<file path="config.mk">
export PLATFORM = sky130hd
export DESIGN_NAME = lo_simulate_core
export DESIGN_NICKNAME = d
export VERILOG_FILES = /design/src/rtl/lo_simulate_core.sv
export SDC_FILE = /design/constraint.sdc
export NUM_CORES = 1
export LEC_CHECK = 0
export ABC_AREA = 1
export ABC_CLOCK_PERIOD_IN_PS = 1460
export CORE_ASPECT_RATIO = 1.4
export CORE_MARGIN = 2
export CORE_UTILIZATION = 52
export DETAILED_ROUTE_END_ITERATION = 7
export PLACE_DENSITY = 0.77
export SETUP_SLACK_MARGIN = 0.3
export SLEW_MARGIN = 20
export SYNTH_ARGS = -nofsm -noshare
export SYNTH_HDL_FRONTEND = slang
export SYNTH_SLANG_ARGS = --single-unit
</file>
<file path="constraint.sdc">
create_clock -name pck0 -period 1.46 [get_ports pck0]
set_input_delay 0.146 -clock pck0 [delete_from_list [all_inputs] [get_ports pck0]]
set_output_delay 0.146 -clock pck0 [all_outputs]
set_load 0.05 [all_outputs]
</file>
<file path="src/rtl/lo_simulate_core.sv">
// LF (125 kHz) tag-simulation front end: ADC clock/capture, SSP serializer,
// load modulation. Optional hysteresis comparator on dbg: LO_SIM_HYST_EN.
// Ports: pck0/rst clock+sync reset; adc_d sample in; ssp_dout/cross_lo mod in;
// adc_clk, ssp_clk/frame/din, pwr_lo/hi, pwr_oe1..4, dbg out.
module lo_simulate_core #(
  parameter int unsigned CLK_DIV   = 5,
  parameter int unsigned THRESH_HI = 200
) (
  input  logic       pck0,
  input  logic       rst,
  input  logic       ck_1356meg,
  input  logic       ck_1356megb,
  input  logic [7:0] adc_d,
  input  logic       ssp_dout,
  input  logic       cross_hi,
  input  logic       cross_lo,
  output logic       adc_clk,
  output logic       ssp_frame,
  output logic       ssp_din,
  output logic       ssp_clk,
  output logic       pwr_lo,
  output logic       pwr_hi,
  output logic       pwr_oe1,
  output logic       pwr_oe2,
  output logic       pwr_oe3,
  output logic       pwr_oe4,
  output logic       dbg
);

  typedef enum logic {
    S_IDLE,
    S_SHIFT
  } state_e;

  localparam logic [7:0] DIV_MAX = CLK_DIV[7:0];
  localparam logic [7:0] TH_SET  = THRESH_HI[7:0];
  localparam logic [7:0] TH_CLR  = 8'(255 - THRESH_HI);

  state_e     state_q, state_d;
  logic [7:0] div_q, div_d;
  logic       adc_clk_q, adc_clk_d;
  logic [7:0] sample_q, sample_d;
  logic       pending_q, pending_d;
  logic       ssp_clk_q, ssp_clk_d;
  logic [6:0] shift_q, shift_d;
  logic [2:0] bitcnt_q, bitcnt_d;
  logic       frame_q, frame_d;
  logic       din_q, din_d;
  logic [1:0] pcnt_q, pcnt_d;
  logic       pwr_lo_q, pwr_lo_d;
  logic       cl_q, cl_d;
  logic       mod_q, mod_d;
  logic       hyst_q, hyst_d;

  logic div_wrap;
  logic capture;
  logic slot;

  assign div_wrap = (div_q == DIV_MAX);
  assign capture  = div_wrap & ~adc_clk_q;
  // ssp_clk is about to fall: serializer update slot
  assign slot     = ssp_clk_q;

  always_comb begin
    div_d     = div_wrap ? 8'd0 : div_q + 8'd1;
    adc_clk_d = div_wrap ? ~adc_clk_q : adc_clk_q;
    ssp_clk_d = ~ssp_clk_q;
    sample_d  = sample_q;
    pending_d = pending_q;
    state_d   = state_q;
    shift_d   = shift_q;
    bitcnt_d  = bitcnt_q;
    frame_d   = frame_q;
    din_d     = din_q;
    pcnt_d    = pcnt_q;
    pwr_lo_d  = pwr_lo_q;
    cl_d      = cross_lo;
    mod_d     = mod_q;
    hyst_d    = hyst_q;

    // Load sees the old sample; a same-cycle capture stays pending.
    if (slot) begin
      unique case (state_q)
        S_IDLE: begin
          if (pending_q) begin
            shift_d   = sample_q[6:0];
            din_d     = sample_q[7];
            frame_d   = 1'b1;
            bitcnt_d  = 3'd0;
            pending_d = 1'b0;
            state_d   = S_SHIFT;
          end
        end
        S_SHIFT: begin
          if (bitcnt_q == 3'd7) begin
            frame_d = 1'b0;
            din_d   = 1'b0;
            state_d = S_IDLE;
          end else begin
            bitcnt_d = bitcnt_q + 3'd1;
            din_d    = shift_q[6];
            shift_d  = {shift_q[5:0], 1'b0};
          end
        end
        default: state_d = S_IDLE;
      endcase
    end

    if (capture) begin
      sample_d  = adc_d;
      pending_d = 1'b1;
`ifdef LO_SIM_HYST_EN
      if (adc_d >= TH_SET)
        hyst_d = 1'b1;
      else if (adc_d <= TH_CLR)
        hyst_d = 1'b0;
`endif
    end

    if (!ssp_clk_q) begin
      pcnt_d = pcnt_q + 2'd1;
      if (pcnt_q == 2'd3)
        pwr_lo_d = ~pwr_lo_q;
    end

    if (cross_lo & ~cl_q)
      mod_d = ssp_dout;
  end

  always_ff @(posedge pck0) begin
    if (rst) begin
      state_q   <= S_IDLE;
      div_q     <= 8'd0;
      adc_clk_q <= 1'b0;
      sample_q  <= 8'd0;
      pending_q <= 1'b0;
      ssp_clk_q <= 1'b0;
      shift_q   <= 7'd0;
      bitcnt_q  <= 3'd0;
      frame_q   <= 1'b0;
      din_q     <= 1'b0;
      pcnt_q    <= 2'd0;
      pwr_lo_q  <= 1'b0;
      cl_q      <= 1'b0;
      mod_q     <= 1'b0;
      hyst_q    <= 1'b0;
    end else begin
      state_q   <= state_d;
      div_q     <= div_d;
      adc_clk_q <= adc_clk_d;
      sample_q  <= sample_d;
      pending_q <= pending_d;
      ssp_clk_q <= ssp_clk_d;
      shift_q   <= shift_d;
      bitcnt_q  <= bitcnt_d;
      frame_q   <= frame_d;
      din_q     <= din_d;
      pcnt_q    <= pcnt_d;
      pwr_lo_q  <= pwr_lo_d;
      cl_q      <= cl_d;
      mod_q     <= mod_d;
      hyst_q    <= hyst_d;
    end
  end

  assign adc_clk   = adc_clk_q;
  assign ssp_clk   = ssp_clk_q;
  assign ssp_frame = frame_q;
  assign ssp_din   = din_q;
  assign pwr_lo    = pwr_lo_q;
  assign pwr_hi    = 1'b0;
  assign pwr_oe1   = mod_q;
  assign pwr_oe2   = mod_q;
  assign pwr_oe3   = 1'b0;
  assign pwr_oe4   = mod_q;

  logic unused_sig;
`ifdef LO_SIM_HYST_EN
  assign dbg = hyst_q;
  assign unused_sig = ^{ck_1356meg, ck_1356megb, cross_hi};
`else
  assign dbg = adc_clk_q;
  assign unused_sig = ^{ck_1356meg, ck_1356megb, cross_hi,
                        TH_SET, TH_CLR, hyst_q};
`endif

endmodule

</file>
==> out/summary.txt, run 1 <==
Power density over the cells = 866 mW/mm^2
# setup viols final = 0
Crit Path Category = flop to flop
First-pass GRT wire length = 5380 um
Synth Flop Type = dfxtp_1
Crit end category = flop
Reported net switching power = 0.000517 W
Synthesized area = 0.00168 mm^2
I/O Buffers = 20
Largest net degree at the start of global routing = 19
TritonCTS clock tree = yes
Synth warn = 0
Vias in the first global route = 1241
Pre-CTS setup slack = 0.147 ns
Avg Cell Area, Syn = 7.43 um^2
Io pins = 26
Mapped Cells = 226
RSZ-0062 raised after global routing = yes
Starting Density = 54.3%
Tot GR Track Use = 19.8%
Share of layout cells above drive strength 1 = 35.8%
Die W = 52.0 um
Hold crit path type = input pin to flop
Critical path startpoint category = flop
Final setup slack of the worst path = 0.208 ns
Async SR Flop Fraction = 0%
DR WL/cell = 12.0 um
Clock insertion delay at the later pin of the skew report = 0.29 ns
Gr ovfl total = 0
Clk buf depth = 2
CP Launch Point = bitcnt_q[0]$_SDFFE_PP0P_
Most common cell in the netlist = nand2_1
DP Area = 0.00190 mm^2
Pleak = 0.924 nW
Comb pwr share = 12.8%
Hold Buf Count CTS = 0
CTS Buf Count = 5
Pwr Total = 0.00204 W
Area Overhead vs Synth = 40.5%
Post-Route WL = 3580 um
Layout Cells excl Fill = 299
Clock sinks = 37
Int Power = 0.00153 W
Die area = 0.00371 mm^2
Minimum clock period = 1.25 ns
Outcome = complete, no violations
First-pass DRT Iterations = 5
Final Hold Vio Count = 0
Max-slew violations = 0
Initial DRC count = 34
Via Count = 1470
Worst r2r src = bitcnt_q[0]$_SDFFE_PP0P_
# DRC = 0
Tcrit/Tclk final = 85.8%
Dpl cells = 279
Final setup skew = 0.00418 ns
Root buffer selected by CTS = clkbuf_8
Initial antenna violation count = 0
Final ANT Viol Nets = 0
EDFF count, synth = 0
Dominant cell type by area after synthesis = dfxtp_1
Post-synthesis sequential area ratio = 44.1%
Largest cells by area after synthesis = dfxtp_1 (44%), nand2_1 (10%), nor2_1 (7.4%)
Yosys reg bits = 37
Share of the synthesized area in the top cell type = 44.1%
Hold Path Origin = cross_lo
Sw frac = 25.3%
Unique masters post-synth = 24
Worst vdd rail ir drop = 0.826 mV
Vias per cell = 4.92
Post-synth top cells = nand2_1 (45), dfxtp_1 (37), nor2_1 (33)
Max Cap Viol = 0
Clock Pin Slew Worst Setup and Hold Paths = 0.07 ns
Chip height = 71.2 um
Row count = 24
F_max = 799 MHz
GP Congestion = 0.720
Req. time, crit path = 1.69 ns
TNS Setup = 0 ns
Hpwl dp = 2030 um
Final instance area = 0.00236 mm^2
Clock share of power = 35.0%
Worst EP arrival = 1.48 ns
Sequential share of power = 52.2%
Max Fanout on Critical Path = 7
Diodes inserted = 0
Core ar. = 0.00309 mm^2
Max H-tree Level = 2
Fin nets = 280
[worst max-delay path: stages, from the launching register on]
cell and delay, ns:
dfxtp_2 0.34, ha_4 0.16, ha_4 0.17, nand2_4 0.07, inv_2 0.04, nor2_4 0.18
nand2_2 0.09, a21oi_2 0.14
[state kept, by name (all words and copies together) (netlist names)]
register   cells
div_q          8
ssp_din        1
bitcnt_q       3
cl_q           1
pwr_lo         1
pwr_oe1        1
state_q        1
adc_clk        1
pcnt_q         2
shift_q        7
sample_q       8
ssp_clk        1
ssp_frame      1
pending_q      1
[logic make-up after synthesis]
kind of cell	count (synthesis)	synth area share (%)
AND/OR/NAND/NOR	99	25.9
AO/OA/AOI/OAI	40	12.8
buffers and inverters	40	11.1
flip-flops	37	44.1
adder cells (fa/ha/maj)	5	3.73
XOR/XNOR	4	2.09
other	1	0.223
[metal layers]
metal	wire, um	vias up	track usage (%)
li1	-	769	-
met2	1860	25	31.8
met5	0	-	0
met3	120	8	6.25
met4	110	0	12.3
met1	1490	668	22.2
[path summary, 6_finish.rpt]
kind	endpoint	slack [ns]	depth (start not counted)
hold / removal	cl_q$_SDFF_PP0_	0.42	3
setup reg to reg	shift_q[4]$_SDFFE_PP0P_	0.21	7
hold reg to reg	shift_q[0]$_SDFFE_PP0P_	0.46	2
setup / recovery	shift_q[4]$_SDFFE_PP0P_	0.21	7
[cell usage in the layout (no fill, tap or decap), drive strengths merged, types with 2 or more instances in the layout]
cell type | Yosys | routed
nand2 | 48 | 49
dfxtp | 37 | 37
nor2 | 35 | 35
inv | 27 | 26
buf | 9 | 26
a21oi | 24 | 24
o21ai | 16 | 16
nand3 | 13 | 13
clkdlybuf4s50 | 0 | 11
clkbuf | 3 | 7
ha | 5 | 5
xor2 | 3 | 3
nor3 | 3 | 3
conb | 1 | 2
[through the flow]
step | hold WS, ns | util [%]
after floorplan | 0.282 | -
after global placement | 0.428 | 61.4
after detailed placement | 0.426 | 61.4
after CTS | 0.415 | 69.4
after global routing | 0.469 | 76.3
final | 0.422 | 76.3
[power by group through the flow]
stage	clock (W)	sequential (W)	combinational, W
CTS	0.000737	0.00107	0.000240
global route	0.000773	0.00107	0.000285
finish	0.000716	0.00107	0.000261
detailed placement	0	0.00109	0.000215
floorplan	0	0.00111	0.000133
global placement	0	0.00109	0.000211
[area by class of cell]
| type | instances | area, um^2 |
|---|---|---|
| clock buffers | 7 | 86.3 |
| flip-flops and latches | 37 | 762 |
| repair buffers | 37 | 374 |
| well taps | 39 | 48.8 |
| fillers | 204 | 734 |
| multi-input cells | 151 | 975 |
| inverters | 28 | 113 |
[repair_timing]
action	4_1_cts	5_1_grt
pin swaps	7	23
hold endpoints to repair	0	0
setup endpoints to repair	31	31
buffers inserted	5	6
gates resized for setup	21	45
cloned	1	1
Power figures use the tool's default switching activity.
==> run 2: changes to the inputs <==
--- a/config.mk
+++ b/config.mk
@@ -9,9 +9,10 @@
 export ABC_CLOCK_PERIOD_IN_PS = 1460
 export CORE_ASPECT_RATIO = 1.4
 export CORE_MARGIN = 2
-export CORE_UTILIZATION = 52
+export CORE_UTILIZATION = 40
+export CTS_BUF_LIST = sky130_fd_sc_hd__clkbuf_8
 export DETAILED_ROUTE_END_ITERATION = 7
-export PLACE_DENSITY = 0.77
+export PLACE_DENSITY_LB_ADDON = 0.08
 export SETUP_SLACK_MARGIN = 0.3
 export SLEW_MARGIN = 20
 export SYNTH_ARGS = -nofsm -noshare
==> run 2 against run 1 <==
  * The run now ends with DRC left
  * Clock power decreased by 5.4%
  * Cell count decreased by 0.67%
  * Flip-flop and latch count unchanged
  * Die area increased by 28%
  * Wire length is 5.3% lower
  * Register-to-register slack better by 0.03 ns
  * Design area shrank 4.7%
  * Sequential power hardly changed
  * Via count is 5.1% lower
==> out/summary.txt, run 2 (synthesized netlist as in run 1, its figures left out) <==
Pleak = 0.885 nW (-4.2%)
Pre-CTS setup slack = 0.155 ns (+0.00837 ns)
Final setup slack of the worst path = 0.238 ns (+0.0303 ns)
Minimum clock period = 1.22 ns (-0.0303 ns)
Top flop regs = div_q: 8 flops, sample_q: 8 flops, shift_q: 7 flops
TritonCTS clock tree = yes
Slowest-stage cell, CP = dfxtp_2
Starting Density = 42.1% (-12 points)
# setup viols final = 0 (unchanged)
RSZ-0062 raised after global routing = yes
Via Count = 1395 (-5.1%)
Core ar. = 0.00399 mm^2 (+29%)
Commonest non-fill, non-tap cell in the layout = nand2_1
TNS Setup = 0 ns (unchanged)
Max Cap Viol = 0 (unchanged)
Clock Pin Slew Worst Setup and Hold Paths = 0.07 ns (about the same)
Chip height = 80.7 um (+13%)
Row count = 27 (+13%)
Root buffer selected by CTS = clkbuf_8
Clock sinks = 37 (unchanged)
Die W = 58.8 um (+13%)
Tot GR Track Use = 15.8% (-3.9 points)
First-pass DRT Iterations = 6 (+1)
Initial DRC count = 32 (-5.9%)
Max Fanout on Critical Path = 7 (unchanged)
Final ANT Viol Nets = 0 (unchanged)
DR WL/cell = 11.4 um (-4.7%)
Hold Buf Count CTS = 0 (unchanged)
Req. time, crit path = 1.69 ns (about the same)
Crit-path most repeated cell = ha_4
I/O Buffers = 20 (unchanged)
Area Overhead vs Synth = 33.8%
Share of layout cells above drive strength 1 = 32.7% (-3.1 points)
Io pins = 26 (unchanged)
Max incr delay on CP = 0.34 ns (about the same)
Fill cells = 386 (+89%)
Commonest non-fill, non-tap cells in the layout = nand2_1 (42), dfxtp_1 (27), nor2_1 (26), inv_1 (25), buf_4 (15)
Clock insertion delay at the later pin of the skew report = 0.28 ns (about the same)
Hold crit path type = input pin to flop
Critical path startpoint category = flop
Tcrit/Tclk final = 83.7% (-2.1 points)
Max H-tree Level = 2 (unchanged)
Max-slew violations = 0 (unchanged)
Pwr Total = 0.00199 W (-2.5%)
Hpwl dp = 2190 um (+7.8%)
Post-Route WL = 3390 um (-5.3%)
Failing checks = DRC
Outcome = finished, violations left
Final Hold Vio Count = 0 (unchanged)
Crit Path Category = flop to flop
GP Congestion = 0.773 (+7.3%)
Crit end category = flop
Worst vdd rail ir drop = 0.488 mV (-41%)
Largest net degree at the start of global routing = 20 (+1)
Clk buf depth = 2 (unchanged)
Gr ovfl total = 0 (unchanged)
Power density over the cells = 886 mW/mm^2 (+2.3%)
Worst EP arrival = 1.45 ns (-0.03 ns)
Die area = 0.00474 mm^2 (+28%)
Hold WS = 0.430 ns (+0.00756 ns)
Vias in the first global route = 1342 (+8.1%)
Diodes inserted = 0 (unchanged)
Vias per cell = 4.70 (-4.5%)
Critical-path cell list = ha_4, ha_4, nand2_4, inv_2, nor2_4, nand2_1, a21oi_2
Final setup skew = 0.00385 ns (-0.000333 ns)
Initial antenna violation count = 0 (unchanged)
CTS Buf Count = 5 (unchanged)
Fin nets = 273 (-2.5%)
# DRC = 1 (+1)
First-pass GRT wire length = 5690 um (+5.9%)
F_max = 818 MHz (+2.5%)
run 2: worst max-delay path, delay by kind of cell, from the launching register on:
kind,cells,cell delay (ns)
AOI/OAI and AO/OA,1,0.12
adders and majority gates,2,0.33
buffers and inverters,1,0.04
DFF,1,0.34
and+or+nand+nor,3,0.34
run 2: worst paths after layout:
path | start | end | slack (ns) | depth (start not counted)
worst max-delay path | bitcnt_q[1]$_SDFFE_PP0P_ | shift_q[3]$_SDFFE_PP0P_ | 0.24 | 7
worst min-delay path | cross_lo | cl_q$_SDFF_PP0_ | 0.43 | 3
worst min register to register | div_q[0]$_SDFF_PP0_ | div_q[0]$_SDFF_PP0_ | 0.46 | 1
worst max register to register | bitcnt_q[1]$_SDFFE_PP0P_ | shift_q[3]$_SDFFE_PP0P_ | 0.24 | 7
run 2: repair_timing:
item | in CTS | in global routing
endpoints found under the hold margin | 0 | 0
cloned | 0 | 0
endpoints found under the setup margin | 29 | 31
setup buffers | 6 | 1
gates resized for setup | 25 | 34
pin swaps | 13 | 17
run 2: metal layers:
layer	share of wire [%]	global-route usage [%]
met5	0	0
met1	43	17.2
met4	3.1	7.95
met3	3.5	4.83
met2	51	27.1
run 2: layout make-up:
cell class                 instances  area, um^2  share of cell area, %
clock buffer                       5        68.8                   3.06
inverter                          28         106                   4.73
tap                               43        53.8                   2.39
sequential                        37         758                   33.7
timing repair buffer              31         297                   13.2
multi-input combinational        150         950                   42.3
clock inverter                     3        13.8                  0.612
run 2: per-stage QoR:
| step | cells | instance area [um^2] | utilization [%] |
|---|---|---|---|
| finish | 297 | 2250 | 56.4 |
| global route | 297 | 2250 | 56.4 |
| CTS | 296 | 2130 | 53.5 |
| detailed placement | 282 | 1900 | 47.6 |
| global placement | 282 | 1900 | 47.6 |
| floorplan | 227 | 1700 | - |
run 2: where the power goes:
group | internal (W) | leakage (nW) | switching, W
logic | 0.000103 | 0.531 | 0.000144
registers | 0.00104 | 0.305 | 0.0000272
clock network | 0.000324 | 0.0491 | 0.000354
==> run 3: changes to the inputs <==
--- a/config.mk
+++ b/config.mk
@@ -6,7 +6,7 @@
 export NUM_CORES = 1
 export LEC_CHECK = 0
 export ABC_AREA = 1
-export ABC_CLOCK_PERIOD_IN_PS = 1460
+export ABC_CLOCK_PERIOD_IN_PS = 1200
 export CORE_ASPECT_RATIO = 1.4
 export CORE_MARGIN = 2
 export CORE_UTILIZATION = 40
==> constraint.sdc (replaced) <==
create_clock -name pck0 -period 1.2 [get_ports pck0]
set_input_delay 0.12 -clock pck0 [delete_from_list [all_inputs] [get_ports pck0]]
set_output_delay 0.12 -clock pck0 [all_outputs]
set_load 0.05 [all_outputs]
==> run 3 against run 2 <==
  * The flow finishes with violations (setup timing)
  * Cell count up 7.4%
  * Clock-buffer cell count grew 1
  * Total power grew 42%
  * Register-to-register slack got worse by 0.26 ns
  * Critical path type unchanged
==> out/summary.txt, run 3 (synthesized netlist as in run 1, its figures left out) <==
Met2 usage = 31.2% (+4.1 points)
Initial DRC count = 25 (-22%)
F_max = 822 MHz (+0.41%)
Row count = 27 (unchanged)
CTS Buf Count = 5 (unchanged)
Pwr Total = 0.00282 W (+42%)
Worst EP arrival = 1.40 ns (-0.05 ns)
Root buffer selected by CTS = clkbuf_8
Clock Pin Slew Worst Setup and Hold Paths = 0.08 ns (about the same)
Final setup skew = 0.00923 ns (+0.00538 ns)
Tcrit/Tclk final = 101% (+18 points)
Commonest non-fill, non-tap cells in the layout = nand2_1 (39), nor2_1 (23), inv_1 (23), dfxtp_1 (21), buf_4 (19)
Max Cap Viol = 0 (unchanged)
Tot GR Track Use = 16.9% (+1.0 points)
Chip height = 80.7 um (unchanged)
Final Hold Vio Count = 0 (unchanged)
Failing checks = setup timing
DR WL/cell = 11.1 um (-2.5%)
First-pass GRT wire length = 6020 um (+5.8%)
Diodes inserted = 0 (unchanged)
GP Congestion = 0.704 (-8.9%)
First-pass DRT Iterations = 6 (unchanged)
Clock sinks = 37 (unchanged)
Fin nets = 295 (+8.1%)
Clock insertion delay at the later pin of the skew report = 0.29 ns (about the same)
GR Util met1 = 17.5% (+0.30 points)
Hpwl dp = 2270 um (+3.8%)
Top flop regs = div_q: 8 flops, sample_q: 8 flops, shift_q: 7 flops
Share of layout cells above drive strength 1 = 42.8% (+10 points)
Hold crit path type = input pin to flop
Busiest grt layer = met2
Req. time, crit path = 1.38 ns (-0.31 ns)
Footprint of the multi-input gates = 0.00100 mm^2 (+5.8%)
# DRC = 0 (-1)
# setup viols final = 4 (+4)
Pre-CTS setup slack = -0.0118 ns (-0.167 ns)
Worst vdd rail ir drop = 0.807 mV (+65%)
Initial antenna violation count = 0 (unchanged)
Pleak = 1.04 nW (+17%)
Clk buf depth = 2 (unchanged)
Max-slew violations = 0 (unchanged)
Crit end category = flop
Area Overhead vs Synth = 56.7%
Minimum clock period = 1.22 ns (-0.00495 ns)
Final setup slack of the worst path = -0.0169 ns (-0.255 ns)
Vias in the first global route = 1427 (+6.3%)
RSZ-0062 raised after global routing = yes
Outcome = finished, violations left
Via Count = 1497 (+7.3%)
Max Fanout on Critical Path = 5 (-2)
TritonCTS clock tree = yes
Storage cell area = 773 um^2 (+2.0%)
Crit Path Category = flop to flop
Largest net degree at the start of global routing = 18 (-10%)
Starting Density = 42.1% (unchanged)
Critical path startpoint category = flop
Gr ovfl total = 0 (unchanged)
I/O Buffers = 20 (unchanged)
Fill cells = 355 (-8.0%)
Power density over the cells = 1070 mW/mm^2 (+21%)
Post-Route WL = 3550 um (+4.7%)
Io pins = 26 (unchanged)
Die area = 0.00474 mm^2 (unchanged)
Core ar. = 0.00399 mm^2 (unchanged)
Met3 usage = 3.86% (-0.97 points)
Final ANT Viol Nets = 0 (unchanged)
Die W = 58.8 um (unchanged)
Vias per cell = 4.69 (about the same)
Max H-tree Level = 2 (unchanged)
TNS Setup = -0.0310 ns (-0.0310 ns)
Commonest non-fill, non-tap cell in the layout = nand2_1
-- run 3: changes by cell type in the layout (fill, tap and decap cells not counted), sizes merged --
cell / delta
buf: +19
clkinv: -2
nor2: +2
bufinv: +1
clkbuf: +1
clkinvlp: +1
inv: -1
nand2: +1
-- run 3: layout make-up --
type                       instances  share of cell area [%]
clock inverter                     2                    1.43
inverter                          28                    4.33
tap                               43                    2.04
sequential                        37                    29.4
clock buffer                       6                    3.14
timing repair buffer              50                    21.5
multi-input combinational        153                    38.2
-- run 3: power breakdown --
group | switching (W) | internal, W | total (W)
clock | 0.000465 | 0.000676 | 0.00114
sequential | 0.0000358 | 0.00126 | 0.00130
combinational | 0.000191 | 0.000191 | 0.000382
-- run 3: path summary, 6_finish.rpt --
path | startpoint | end | slack [ns] | depth (start not counted)
worst max-delay path | div_q[0]$_SDFF_PP0_ | sample_q[1]$_SDFFE_PP0P_ | -0.02 | 7
worst max register to register | div_q[0]$_SDFF_PP0_ | sample_q[1]$_SDFFE_PP0P_ | -0.02 | 7
worst min-delay path | cross_lo | cl_q$_SDFF_PP0_ | 0.39 | 3
worst min register to register | sample_q[0]$_SDFFE_PP0P_ | shift_q[0]$_SDFFE_PP0P_ | 0.47 | 2
-- run 3: critical path: stages (launching register included) --
cell and delay [ns]:
dfxtp_4 0.37, ha_4 0.14, nand3_4 0.13, nor2_4 0.15
buf_4 0.12, nand3_1 0.06, nand2_1 0.09, nor2_1 0.04
-- run 3: timing repair --
action	CTS	global route
resized for setup	29	30
setup buffers	9	3
pin swaps	18	19
hold buffers	0	0
cloned	2	1
setup endpoints to repair	41	42
-- run 3: routing by layer --
| layer | part of all wire (%) | vias up |
|---|---|---|
| li1 | - | 802 |
| met1 | 41 | 669 |
| met2 | 55 | 20 |
| met3 | 2.7 | 6 |
| met4 | 2.0 | 0 |
| met5 | 0 | - |
-- run 3: metrics by stage --
stage / util [%] / std cells / area (um^2) / hold slack, ns
6_report: 66.0 / 319 / 2630 / 0.389
3_3_place_gp: 55.0 / 296 / 2190 / 0.448
4_1_cts: 62.7 / 315 / 2500 / 0.385
3_5_place_dp: 55.0 / 296 / 2190 / 0.454
2_1_floorplan: - / 227 / 1790 / 0.256
5_1_grt: 66.0 / 319 / 2630 / 0.409
